**src/rtl/mux_scan_pkg.sv**
```systemverilog
// Shared FSM state and mode encodings for the mux_scan_nch channel scanner.
package mux_scan_pkg;

  typedef enum logic [1:0] {
    IDLE   = 2'd0,
    MANUAL = 2'd1,
    SCAN   = 2'd2
  } state_t;

  localparam logic MODE_MANUAL = 1'b0;
  localparam logic MODE_SCAN   = 1'b1;

endpackage

```
**src/rtl/dwell_counter.sv**
```systemverilog
// Dwell counter: counts 0..DWELL-1 while enabled, tc marks the last dwell cycle.
module dwell_counter #(
  parameter int DWELL = 4
) (
  input  logic gclk,
  input  logic grst_n,
  input  logic clear,
  input  logic enable,
  output logic tc
);

  localparam int CW = (DWELL > 1) ? $clog2(DWELL) : 1;
  localparam logic [CW-1:0] LAST = CW'(DWELL - 1);

  logic [CW-1:0] cnt;

  assign tc = (cnt == LAST);

  always_ff @(posedge gclk or negedge grst_n) begin
    if (!grst_n)     cnt <= '0;
    else if (clear)  cnt <= '0;
    else if (enable) cnt <= tc ? '0 : cnt + 1'b1;
  end

endmodule

```
**src/rtl/mux_scan_nch.sv**
```systemverilog
// N-channel registered mux with manual select and timed auto-scan.
// Optional channel skipping in scan is enabled by defining MUX_SCAN_MASK_EN.
module mux_scan_nch
  import mux_scan_pkg::*;
#(
  parameter int WIDTH = 4,
  parameter int NCH   = 4,
  parameter int DWELL = 4,
  localparam int SELW = $clog2(NCH)
) (
  input  logic                  Clk_in,
  input  logic                  Reset_n_in,
  input  logic [NCH*WIDTH-1:0]  Data_in,
  input  logic [SELW-1:0]       Sel_in,
  input  logic                  Mode_in,
  input  logic                  Enable_in,
`ifdef MUX_SCAN_MASK_EN
  input  logic [NCH-1:0]        Mask_in,
`endif
  output logic [WIDTH-1:0]      Mux_out,
  output logic                  Valid_out,
  output logic [SELW-1:0]       Chan_out,
  output logic                  Wrap_out
);

  localparam int IW = $clog2(NCH * WIDTH);
  localparam logic [SELW:0] NCH_LIM = (SELW + 1)'(NCH);

  state_t           state;
  logic [NCH-1:0]   skip;
  logic             any_live, sel_ok, scanning, entering, tc;
  logic [SELW-1:0]  first_ch, adv_ch, scan_ch;
  logic [WIDTH-1:0] sel_data, scan_data;

`ifdef MUX_SCAN_MASK_EN
  assign skip = Mask_in;
`else
  assign skip = '0;
`endif

  // First non-skipped channel at or after 'start', wrapping past NCH-1.
  function automatic logic [SELW-1:0] next_live(input int start, input logic [NCH-1:0] skp);
    logic [SELW-1:0] r;
    logic [NCH-1:0]  t;
    int              c;
    r = '0;
    for (int i = NCH - 1; i >= 0; i--) begin
      c = (start + i) % NCH;
      t = skp >> c;
      if (!t[0]) r = SELW'(c);
    end
    return r;
  endfunction

  function automatic logic [WIDTH-1:0] chan_slice(input logic [NCH*WIDTH-1:0] d,
                                                  input logic [SELW-1:0] idx);
    logic [IW-1:0] base;
    base = IW'(idx) * IW'(WIDTH);
    return d[base +: WIDTH];
  endfunction

  assign any_live  = ~&skip;
  assign sel_ok    = {1'b0, Sel_in} < NCH_LIM;
  assign scanning  = Enable_in && (Mode_in == MODE_SCAN);
  assign entering  = scanning && (state != SCAN);
  assign first_ch  = next_live(0, skip);
  assign adv_ch    = next_live(int'(Chan_out) + 1, skip);
  assign scan_ch   = entering ? first_ch : (tc ? adv_ch : Chan_out);
  assign sel_data  = chan_slice(Data_in, Sel_in);
  assign scan_data = chan_slice(Data_in, scan_ch);

  dwell_counter #(.DWELL(DWELL)) u_dwell (
    .gclk   (Clk_in),
    .grst_n (Reset_n_in),
    .clear  (!scanning || entering),
    .enable (scanning && any_live),
    .tc     (tc)
  );

  always_ff @(posedge Clk_in or negedge Reset_n_in) begin
    if (!Reset_n_in) begin
      state     <= IDLE;
      Mux_out   <= '0;
      Chan_out  <= '0;
      Valid_out <= 1'b0;
      Wrap_out  <= 1'b0;
    end else begin
      Wrap_out <= 1'b0;
      if (!Enable_in) begin
        state     <= IDLE;
        Valid_out <= 1'b0;
      end else if (Mode_in == MODE_MANUAL) begin
        state <= MANUAL;
        if (sel_ok) begin
          Mux_out   <= sel_data;
          Chan_out  <= Sel_in;
          Valid_out <= 1'b1;
        end else begin
          Mux_out   <= '0;
          Valid_out <= 1'b0;
        end
      end else begin
        state <= SCAN;
        if (any_live) begin
          Mux_out   <= scan_data;
          Chan_out  <= scan_ch;
          Valid_out <= 1'b1;
          // A wrap is any advance that moves to a lower index; re-entry never wraps.
          Wrap_out  <= !entering && tc && (adv_ch < Chan_out);
        end else begin
          Valid_out <= 1'b0;
        end
      end
    end
  end

endmodule

```
**config.mk**
```make
export PLATFORM = sky130hd
export DESIGN_NAME = mux_scan_nch
export DESIGN_NICKNAME = d
export VERILOG_FILES = /design/src/rtl/mux_scan_pkg.sv /design/src/rtl/dwell_counter.sv /design/src/rtl/mux_scan_nch.sv
export SDC_FILE = /design/constraint.sdc
export NUM_CORES = 1
export LEC_CHECK = 0
export BUFFER_PORTS_ARGS = -buffer_cell sky130_fd_sc_hd__buf_4
export CAP_MARGIN = 20
export CORE_MARGIN = 2
export CORE_UTILIZATION = 43
export CTS_CLUSTER_DIAMETER = 30
export DETAILED_ROUTE_END_ITERATION = 8
export PLACE_DENSITY = 0.75
export SETUP_SLACK_MARGIN = 0.3
export SYNTH_ARGS = -nofsm -noshare
export SYNTH_HDL_FRONTEND = slang
export SYNTH_SLANG_ARGS = --single-unit
```
**constraint.sdc**
```tcl
create_clock -name Clk_in -period 2.4 [get_ports Clk_in]
set_input_delay 0.24 -clock Clk_in [delete_from_list [all_inputs] [get_ports Clk_in]]
set_output_delay 0.24 -clock Clk_in [all_outputs]
set_load 0.02 [all_outputs]
```
==> flow_summary.toml <==
[layout]
final_cell_area_sq_um = 898.4
n_fill_cell = 102
drive_gt1_frac = 0.5696
nets = 105
n_antenna_cell = 0
area_growth_pct = 44.18

[yosys]
synth_compound_area_frac = 0.07631
netlist_top_cells_count = "12 x dfrtp_1, 4 x mux2i_1, 3 x nand2_1, 3 x nand2b_1"
synth.most_common_cell = "dfrtp_1"
synth_mux_area_frac = 0.2430
yosysSeqAreaShare = 0.4819
ys_warn_count = 0
ys_ff_latch = 12
yosysUniqueCellTypes = 23
netlist_area_sq_um = 623.1
synth_top_family_by_area = "multiplexers"
syn-num-nets = 70
synth_adder_area_share = 0.04016
synth.top_cells.by_area = "dfrtp_1 48%, mux4_2 7.2%, mux2i_1 6.4%"
synthSimpleGateAreaFrac = 0.1265
synth_ff_type = "dfrtp_1"
yosysTopAreaCell = "dfrtp_1"
synth-xor-area-share = 0.01406
synth_edf_count = 0
avgSynthCellArea_sq_um = 13.55
syn_inst = 46
yosysTopAreaCellShare = 0.4819
synthArstFlopShare = 1.000

[sta]
min_period_ns = 1.986
setup_slack_ns = 0.4143
slew_violations = 0
final_hold_viol_count = 0
setup_viol = 0
fin_crit_sh = 0.8274
rsz0062_at_grt = "no"
whs_ns = 0.1609
max_freq_mhz = 503.6
tightest_slew_ns = 0.2549
finalSetupTns_ns = 0
slew-limit-headroom = 0.8295
clock-skew-final_ns = 0.006671

[hold_path]
whs_endpoint = "state[0]$_DFF_PN0_"
hold_path_depth = 2
hp-class = "in -> reg"
hold_start = "Mode_in"

[placed_design]
io_buffers = 29
placed_cell_area_sq_um = 852.1
place.gp.congestion = 0.7379
dp_hpwl_um = 963.3
dp_slack_ns = 0.3093

[critical_path]
critical_path_required_ns = 2.56
cp.arrival_ns = 2.15
r2r_setup_slack_ns = 0.41
cpMaxStageDelayCell = "dfrtp_1"
reg2regPathDepth = 5
startpoint_type = "register"
endpoint_kind = "register"
cpPeakStageDelay_ns = 0.43
r2r_start = "Chan_out[0]$_DFFE_PN0P_"
crit_fanout = 4
criticalPathCategory = "reg -> reg"
path_cells = "ha_1 > mux2_2 > a31oi_2 > mux4_2 > mux2_4"
timing.rr.end = "Mux_out[2]$_DFFE_PN0P_"

[floorplan]
die_w_um = 42.07
row_count = 13
die_h_um = 42.07
pin_count = 30
core_sq_um = 1334
start_util = 0.4672
die-area_sq_um = 1769

[global_routing]
overflow = 0
grt_usage = 0.1548
grt_pass1_vias = 465
antenna_found_initial = 0
grt_pass1_wl_um = 2083
grt_max_degree = 13

[detailed_routing]
num_vias = 481
wl_per_cell_um = 13.20
wl_um = 1241
vias_per_cell = 5.117
antenna_left = 0
drtIter0Drc = 3
drc_errors = 0
dr.pass1.iters = 4

[power]
ir_drop_mv = 0.3697
p_per_area_nw_per_um2 = 583.3
p_leak_nw = 0.4542

[clock_network]
cts_made_buffers = 3
htreeDepth = 1
clock_sinks = 12
insertion_delay_ns = 0.27
cts_tree = "yes"
clockRootBuffer = "clkbuf_4"
clk_pin_slew_worst_paths_ns = 0.08
clockBufferDepth = 2

[status]
status = "completed"

[flow_run]
cap_violations = 0
-- cells by family after synthesis --
logic type | Yosys count
AND/OR/NAND/NOR | 13
flip-flops | 12
multiplexers | 11
AO/OA/AOI/OAI | 5
buffers and inverters | 2
adder cells (fa/ha/maj) | 2
XOR/XNOR | 1
-- through the flow --
step / utilization / std cells / power (W)
5_1_grt: 0.6735 / 94 / 0.0005560
4_1_cts: 0.6679 / 93 / 0.0005317
3_5_place_dp: 0.6388 / 89 / 0.0004007
2_1_floorplan: - / 46 / 0.0003305
3_3_place_gp: 0.6388 / 89 / 0.0003992
6_report: 0.6735 / 94 / 0.0005240
-- state kept, by name, summed over array words and instances, names as in the netlist --
name and flops:
Mux_out 4, Chan_out 2, state 2, u_dwell.cnt 2, Valid_out 1, Wrap_out 1
-- repair_timing --
item,4_1_cts,5_1_grt
gates resized for setup,1,0
hold buffers,1,0
buffers inserted,0,1
hold endpoints to repair,12,0
endpoints found under the setup margin,1,2
-- cells in the final DEF (no fill, tap or decap), types with 2 or more instances in the layout --
cell / n
buf_4: 30
dfrtp_1: 12
mux2i_1: 4
nand2_1: 3
nand2b_1: 3
clkbuf_4: 3
mux2_2: 2
mux4_2: 2
mux2_4: 2
o221ai_1: 2
ha_1: 2
-- worst max-delay path by stage --
stage                                from                     end  cells after the start
3_3_place_gp      Chan_out[0]$_DFFE_PN0P_  Mux_out[0]$_DFFE_PN0P_                      5
2_1_floorplan     Chan_out[0]$_DFFE_PN0P_  Mux_out[0]$_DFFE_PN0P_                      5
6_report          Chan_out[0]$_DFFE_PN0P_  Mux_out[2]$_DFFE_PN0P_                      5
4_1_cts        u_dwell.cnt[0]$_DFFE_PN0P_  Mux_out[0]$_DFFE_PN0P_                      6
5_1_grt           Chan_out[0]$_DFFE_PN0P_  Mux_out[2]$_DFFE_PN0P_                      5
3_5_place_dp      Chan_out[0]$_DFFE_PN0P_  Mux_out[0]$_DFFE_PN0P_                      5
-- power breakdown --
| group | total [W] | leakage, nW | internal (W) | switching [W] |
|---|---|---|---|---|
| logic | 0.000164 | 0.289 | 0.0000932 | 0.0000709 |
| clock network | 0.000124 | 0.0138 | 0.0000580 | 0.0000655 |
| registers | 0.000236 | 0.151 | 0.000223 | 0.0000139 |
-- area by class of cell --
type | instances | area [sq um] | area share
inverters | 1 | 3.754 | 0.004178
multi-input cells | 32 | 317.8 | 0.3538
clock buffers | 3 | 22.52 | 0.02507
well taps | 15 | 18.77 | 0.02089
repair buffers | 31 | 235.2 | 0.2618
flip-flops and latches | 12 | 300.3 | 0.3343
-- routing by layer --
metal,up-vias,wire length (um),GRT usage
met4,0,0,0.05625
met1,227,511,0.1956
met3,0,96,0.04741
met5,-,0,0
met2,19,633,0.2500
li1,235,-,-
-- worst max-delay path: cells and delay by family, from the launching register on --
kind	cells	cell delay [ns]
flops	1	0.43
compound gates	1	0.28
mux	3	0.86
fa+ha+maj	1	0.30
Note: power is estimated with default switching activity, not from simulation.
